**config.mk**
```make
export PLATFORM = sky130hd
export DESIGN_NAME = uart_tx_flat
export DESIGN_NICKNAME = d
export VERILOG_FILES = /design/src/rtl/uart_pkg.sv /design/src/rtl/uart_tx_if.sv /design/src/rtl/flex_pts_sr.sv /design/src/rtl/uart_tx.sv /design/src/flat_wrapper.sv
export SDC_FILE = /design/constraint.sdc
export NUM_CORES = 1
export LEC_CHECK = 0
export CAP_MARGIN = 20
export CORE_MARGIN = 2
export CORE_UTILIZATION = 55
export DETAILED_ROUTE_END_ITERATION = 10
export PLACE_DENSITY = 0.92
export RECOVER_POWER = 100
export SYNTH_ARGS = -nofsm -noshare
export SYNTH_HDL_FRONTEND = slang
export SYNTH_SLANG_ARGS = --single-unit
```
**constraint.sdc**
```tcl
create_clock -name clk -period 3 [get_ports clk]
set_input_delay 0.6 -clock clk [delete_from_list [all_inputs] [get_ports clk]]
set_output_delay 0.6 -clock clk [all_outputs]
set_load 0.005 [all_outputs]
```
**src/rtl/uart_pkg.sv**
```systemverilog
// Shared types and line-level constants for the UART transmit path.
package uart_pkg;

  typedef enum logic [1:0] {
    IDLE,
    START,
    DATA,
    STOP
  } uart_tx_state_t;

  localparam logic START_BIT  = 1'b0;
  localparam logic STOP_BIT   = 1'b1;
  localparam logic IDLE_LEVEL = 1'b1;

  localparam int unsigned FRAME_BITS = 10;

endpackage

```
**src/rtl/uart_tx_if.sv**
```systemverilog
// Byte-source to transmitter handshake plus serial line and status.
interface uart_tx_if;

  logic [7:0] tx_data;
  logic       tx_valid;
  logic       tx_ready;
  logic       tx_serial;
  logic       tx_busy;
  logic       tx_done;

  modport master (
    output tx_data,
    output tx_valid,
    input  tx_ready,
    input  tx_serial,
    input  tx_busy,
    input  tx_done
  );

  modport slave (
    input  tx_data,
    input  tx_valid,
    output tx_ready,
    output tx_serial,
    output tx_busy,
    output tx_done
  );

endinterface

```
**src/rtl/flex_pts_sr.sv**
```systemverilog
// Parallel-to-serial shift register, LSB first; load has priority over shift.
module flex_pts_sr #(
  parameter int unsigned WIDTH = 8
) (
  input  logic             clk,
  input  logic             rst,
  input  logic             load_enable,
  input  logic             shift_enable,
  input  logic [WIDTH-1:0] parallel_in,
  output logic             serial_out
);

  logic [WIDTH-1:0] sr_q, sr_d;

  always_comb begin
    sr_d = sr_q;
    if (load_enable) begin
      sr_d = parallel_in;
    end else if (shift_enable) begin
      sr_d = sr_q >> 1;
    end
  end

  always_ff @(posedge clk) begin
    if (rst) begin
      sr_q <= '0;
    end else begin
      sr_q <= sr_d;
    end
  end

  assign serial_out = sr_q[0];

endmodule

```
**src/rtl/uart_tx.sv**
```systemverilog
// UART transmitter: 1 start bit, DATA_BITS data bits LSB first, 1 stop bit,
// each bit held CLKS_PER_BIT clocks. tx_serial comes straight from a flop.
module uart_tx
  import uart_pkg::*;
#(
  parameter int unsigned CLKS_PER_BIT = 10,
  parameter int unsigned DATA_BITS    = 8
) (
  input logic     clk,
  input logic     rst,
  uart_tx_if.slave tx
);

  localparam int unsigned  CntW    = $clog2(CLKS_PER_BIT);
  localparam logic [CntW-1:0] CntMax  = CntW'(CLKS_PER_BIT - 1);
  localparam logic [2:0]      LastBit = 3'(DATA_BITS - 1);

  uart_tx_state_t  state_q, state_d;
  logic [CntW-1:0] cnt_q, cnt_d;
  logic [2:0]      bit_idx_q, bit_idx_d;
  logic            tx_serial_q, tx_serial_d;
  logic            cnt_last, ready, accept, shift_en, sr_bit;

  assign cnt_last = (cnt_q == CntMax);
  assign ready    = (state_q == IDLE) || ((state_q == STOP) && cnt_last);
  assign accept   = tx.tx_valid && ready;

  // The shifter runs one bit ahead of the line: it shifts on the same edge
  // that copies its current LSB into tx_serial_q.
  flex_pts_sr #(
    .WIDTH(DATA_BITS)
  ) u_sr (
    .clk         (clk),
    .rst         (rst),
    .load_enable (accept),
    .shift_enable(shift_en),
    .parallel_in (tx.tx_data),
    .serial_out  (sr_bit)
  );

  always_comb begin
    state_d     = state_q;
    cnt_d       = '0;
    bit_idx_d   = bit_idx_q;
    tx_serial_d = tx_serial_q;
    shift_en    = 1'b0;
    if (state_q != IDLE) begin
      cnt_d = cnt_last ? '0 : cnt_q + CntW'(1);
    end
    case (state_q)
      IDLE: begin
        tx_serial_d = IDLE_LEVEL;
        if (accept) begin
          state_d     = START;
          tx_serial_d = START_BIT;
        end
      end
      START: begin
        if (cnt_last) begin
          state_d     = DATA;
          bit_idx_d   = '0;
          shift_en    = 1'b1;
          tx_serial_d = sr_bit;
        end
      end
      DATA: begin
        if (cnt_last) begin
          shift_en  = 1'b1;
          bit_idx_d = bit_idx_q + 3'd1;
          if (bit_idx_q == LastBit) begin
            state_d     = STOP;
            tx_serial_d = STOP_BIT;
          end else begin
            tx_serial_d = sr_bit;
          end
        end
      end
      STOP: begin
        if (cnt_last) begin
          if (accept) begin
            state_d     = START;
            tx_serial_d = START_BIT;
          end else begin
            state_d     = IDLE;
            tx_serial_d = IDLE_LEVEL;
          end
        end
      end
      default: begin
        state_d     = IDLE;
        tx_serial_d = IDLE_LEVEL;
      end
    endcase
  end

  always_ff @(posedge clk) begin
    if (rst) begin
      state_q     <= IDLE;
      cnt_q       <= '0;
      bit_idx_q   <= '0;
      tx_serial_q <= IDLE_LEVEL;
    end else begin
      state_q     <= state_d;
      cnt_q       <= cnt_d;
      bit_idx_q   <= bit_idx_d;
      tx_serial_q <= tx_serial_d;
    end
  end

  assign tx.tx_ready  = ready;
  assign tx.tx_serial = tx_serial_q;
  assign tx.tx_busy   = (state_q != IDLE);
  assign tx.tx_done   = (state_q == STOP) && cnt_last;

endmodule

```
**src/flat_wrapper.sv**
```systemverilog
// flat-port wrapper written by rule: the top's interface ports become plain ports
module uart_tx_flat import uart_pkg::*;
#(
  parameter int unsigned CLKS_PER_BIT = 10,
  parameter int unsigned DATA_BITS    = 8
)
  (clk, rst, tx_tx_data, tx_tx_valid, tx_tx_ready, tx_tx_serial, tx_tx_busy, tx_tx_done);
  uart_tx_if tx_i ();
  input logic clk;
  input logic rst;
  input wire logic [$bits(tx_i.tx_data)-1:0] tx_tx_data;
  input wire logic [$bits(tx_i.tx_valid)-1:0] tx_tx_valid;
  output wire logic [$bits(tx_i.tx_ready)-1:0] tx_tx_ready;
  output wire logic [$bits(tx_i.tx_serial)-1:0] tx_tx_serial;
  output wire logic [$bits(tx_i.tx_busy)-1:0] tx_tx_busy;
  output wire logic [$bits(tx_i.tx_done)-1:0] tx_tx_done;
  assign tx_i.tx_data = tx_tx_data;
  assign tx_i.tx_valid = tx_tx_valid;
  assign tx_tx_ready = tx_i.tx_ready;
  assign tx_tx_serial = tx_i.tx_serial;
  assign tx_tx_busy = tx_i.tx_busy;
  assign tx_tx_done = tx_i.tx_done;
  uart_tx #(.CLKS_PER_BIT(CLKS_PER_BIT), .DATA_BITS(DATA_BITS)) u_core (.clk(clk), .rst(rst), .tx(tx_i));
endmodule
```
Word-level counts from Yosys, hierarchy flattened
Cells that the tools add are included.

$add $sub $neg: 2. Equality and inequality tests: 10. Mux-type cells: 20. Bitwise gates (word level): 1. Reduce and logical (&&, ||, !) cells: 12.

Operator list (count): 8-bit 2-to-1 mux (2); 2-bit 2-to-1 mux (5); 2-bit by 1-bit inequality test with 1-bit output (second input constant) (5); 1-bit 2-to-1 mux (8); 2-bit one-hot mux with 4 select lines (1); 3-bit 2-to-1 mux (2); 3-bit one-hot mux with 2 select lines (1); 3-bit AND reduction (2); 2-bit nonzero test (3); 5-bit AND reduction (1); 4-bit by 1-bit adder with 4-bit output (second input constant) (1); 2-bit == test (second input constant) (2); 4-bit == test (second input constant) (1); 1-bit one-hot mux with 4 select lines (1); 3-bit by 1-bit adder with 3-bit output (second input constant) (1); 3-bit == test (second input constant) (1); 3-bit OR reduction (1); 2-bit by 1-bit == test with 1-bit output (second input constant) (1); 1-bit logical AND (2); 2-bit zero test (1); 2-bit OR reduction (1); 1-bit logical OR (1); 1-bit NOT (1).

Register bits: 18. Bits of input ports: 11. Output and inout port bits: 4. Logic and storage cells: 50.

Logic depth before layout (Yosys ltp)
Depth in word-level cells: 7. Mapped depth: 8. Depth with buffers taken out: 6.

Hierarchy
A second synthesis with hierarchy kept.

Cell total of the unflattened synthesis: 105. Area, all modules: 982.2 µm².

Modules (own cells, without submodules): uart_tx (times used 1, cells an instance 70, area each 613.1 µm²); flex_pts_sr (times used 1, cells an instance 35, area each 369.1 µm²).

Worst setup path before layout
No wires, ideal clock.

Path kind: register to output. Start: register u_core.state_q[1]. End: output port tx_tx_ready. Arrival time: 1035 ps. Data required time: 2400 ps. Setup slack: 1365 ps. Stages on the path, launching flop included: 4. Path through: dfxtp_1 > ha_1 > and4b_4 > or2_2.

Longest elaborated chain between the ends: 3.

Ends and longest elaborated chain: from (decl) (line uart_tx.sv:18) `uart_tx_state_t state_q, state_d;`; from (signal assigned) (line uart_tx.sv:103) `state_q <= state_d;`; 2-bit == test; 1-bit logical AND; net tx_tx_done (line flat_wrapper.sv:16) `output wire logic [$bits(tx_i.tx_done)-1:0] tx_tx_done;`; 1-bit logical OR (line uart_tx.sv:25) `assign ready = (state_q == IDLE) || ((state_q == STOP) && cnt_last);`; to (decl) (line flat_wrapper.sv:13) `output wire logic [$bits(tx_i.tx_ready)-1:0] tx_tx_ready;`.

The timed path passes the listed nets, and every way through them passes these cells.

Worst setup path after layout
Start: register u_core.state_q[1]. End: output port tx_tx_ready.

Longest elaborated chain between the ends: 3.

Ends and longest elaborated chain (line): 2-bit == test (uart_tx.sv:25); 1-bit logical AND (uart_tx.sv:25); 1-bit logical OR * (uart_tx.sv:25).

Every way passes the cells marked *; elsewhere a longest branch is shown, timed or not.

==> qor.csv <==
metric,value,unit
outcome,finished clean,
"Endpoint, Worst Hold",u_core.cnt_q[0],
Slew Limit Fails,0,
largest net degree at the start of global routing,17,
Die Y,45.88,um
CTS Sinks,18,
ranking of synthesized cells by area,"dfxtp_1, ha_1, nand3_1",
Placer Congestion,0.7857,
Seq cells post-synth,18,
I/O pin total,15,
TritonRoute pass-1 iters,4,
Setup Crit Path Kind,reg -> out,
Commonest cells post-synth,"dfxtp_1, nor2_1, nand3_1",
Tot GR Track Use,21.44,%
CTS max path bufs,2,
Post-Syn Area,964.7,um2
initial antenna violation count,0,
CTS tree,yes,
DR iter-0 viols,20,
R2R Path End,u_core.state_q[0],
part of the cycle the worst path needs,86.01,%
post-synth cell types,32,
row cnt,15,
Startpoint Class,flip-flop,
Crit. End Element,primary output,
TritonCTS buffer count,3,
Hold Crit Class,reg -> reg,
first-pass GRT wire length,3187,um
share of cells above drive strength 1,8.547,%
Worst EP arrival,1980,ps
post-synth top area share,37.35,%
Post-Synthesis Cells,104,
Overall Power,854.6,uW
CP max stage delay,570,ps
Final Hold Slack,480.0,ps
final hold viol count,0,
Setup TNS,0,ps
hold path cells,1,
max cap viols,0,
worst-path fanout max,5,
Starting Density,57.11,%
reg2reg start,u_core.cnt_q[0],
synth warn,0,
Critical path origin,u_core.state_q[1],
register area share after synthesis,37.35,%
min Tclk post-route,2580,ps
dpl hpwl,1379,um
Die Wd,45.88,um
R2R setup slack,1070,ps
clock latency on the worst-skew pair,300,ps
Die Area,2105,um2
Antenna Nets Post-Route,0,
Post-synth top flop,dfxtp_1,
worst reg2reg path depth,5,
H-tree lvl count,1,
P&R area growth vs syn,13.75,%
Port Buffers,14,
Crit-path slowest cell,dlygate4sd3_1,
"EDFF count, synth",0,
Peak supply drop,0.4503,mV
RSZ-0062 raised after global routing,no,
Worst Clk Skew,10.50,ps
Fmax,387.6,MHz
power per cell area,778.8,nW/um2
drt wl/cell,14.27,um
crit path cell chain,"ha_1, and4b_4, or2_2, dlygate4sd3_1",
Slew HR,62.99,%
worst path required time,2400,ps
cts repair resizes,0,
syn avg cell area,9.276,um2
top-count cell post-synth,dfxtp_1,
cell taking the most area after synthesis,dfxtp_1,
"FFs w/ async S/R, synth",0,%
core area,1689,um2
DRC Markers,0,
# setup viols final,0,
global route total overflow,0,
Ant. Diodes,0,
LEAKAGE,0.0004306,uW
via count,795,
Root Buffer,clkbuf_4,
vias in the first global route,729,
average via count per standard cell,5.933,
worst slew pin tran,553.3,ps
Post-Syn Nets,124,
"Clk pin slew, worst setup/hold paths",90,ps
Nets,138,
Post-CTS Setup Bufs,0,
Post-CTS Hold Fix Bufs,0,
WL final,1912,um
hold path start,u_core.cnt_q[0],
==> worst max-delay path by stage <==
stage | to | slack, ps | cells past startpoint
2_1_floorplan | tx_tx_ready | 1370 | 3
3_3_place_gp | tx_tx_ready | 910 | 4
3_5_place_dp | tx_tx_ready | 880 | 4
4_1_cts | tx_tx_ready | 530 | 4
5_1_grt | tx_tx_ready | 310 | 4
6_report | tx_tx_ready | 420 | 4
==> power by group <==
group | switching (uW) | internal (uW) | total (uW)
Sequential | 36.6 | 293 | 329
Combinational | 213 | 161 | 374
Clock | 77.1 | 74.1 | 151
Total | 326 | 528 | 855
==> cells by family after synthesis <==
kind of cell / share of synthesized area, %
buffers and inverters: 6.744
adder cells (fa/ha/maj): 11.67
flip-flops: 37.35
AND/OR/NAND/NOR: 22.44
AO/OA/AOI/OAI: 18.94
XOR/XNOR: 1.816
multiplexers: 1.038
==> cell type report <==
class | count | area [um2]
Sequential cell | 18 | 360.3
Clock buffer | 4 | 36.28
Tap cell | 17 | 21.27
Inverter | 4 | 15.01
Fill cell | 135 | 591.8
Multi-Input combinational cell | 77 | 524.3
Timing Repair Buffer | 14 | 140.1
==> per-stage QoR <==
step,util (%),setup WS [ps],cells,instance area [um2]
global route,64.96,314.8,134,1097
floorplan,-,1365,104,964.7
CTS,65.85,525.7,134,1112
finish,64.96,419.8,134,1097
detailed placement,63.70,876.1,130,1076
global placement,63.70,914.3,130,1076
==> state kept, by name, summed over array words and instances (netlist names) <==
signal	count
u_core.state_q	2
u_core.tx.tx_serial	1
u_core.cnt_q	4
u_core.u_sr.sr_q	8
u_core.bit_idx_q	3
==> worst max-delay path, delay by kind of cell (launching register included) <==
kind	cells	cell delay (ps)
simple gates	2	510
buf+inv	1	570
flops	1	360
fa+ha+maj	1	240
==> per-layer routing <==
| metal | vias up | routed length [um] | track usage [%] |
|---|---|---|---|
| li1 | 399 | - | - |
| met4 | 0 | 38 | 12.00 |
| met2 | 19 | 977 | 35.00 |
| met1 | 370 | 808 | 23.67 |
| met3 | 7 | 87 | 7.937 |
| met5 | - | 0 | 0 |
==> layout by cell type (no fill, tap or decap), types with 2 or more instances in the layout <==
| master | instances |
|---|---|
| a21oi_1 | 3 |
| a311oi_1 | 6 |
| a32oi_1 | 2 |
| clkbuf_4 | 3 |
| clkdlybuf4s50_1 | 9 |
| dfxtp_1 | 18 |
| dlygate4sd3_1 | 5 |
| ha_1 | 9 |
| inv_1 | 4 |
| nand2_1 | 10 |
| nand3_1 | 11 |
| nor2_1 | 13 |
| nor2_2 | 2 |
| o21ai_0 | 4 |
No activity file was read; power rests on OpenSTA's default activity.
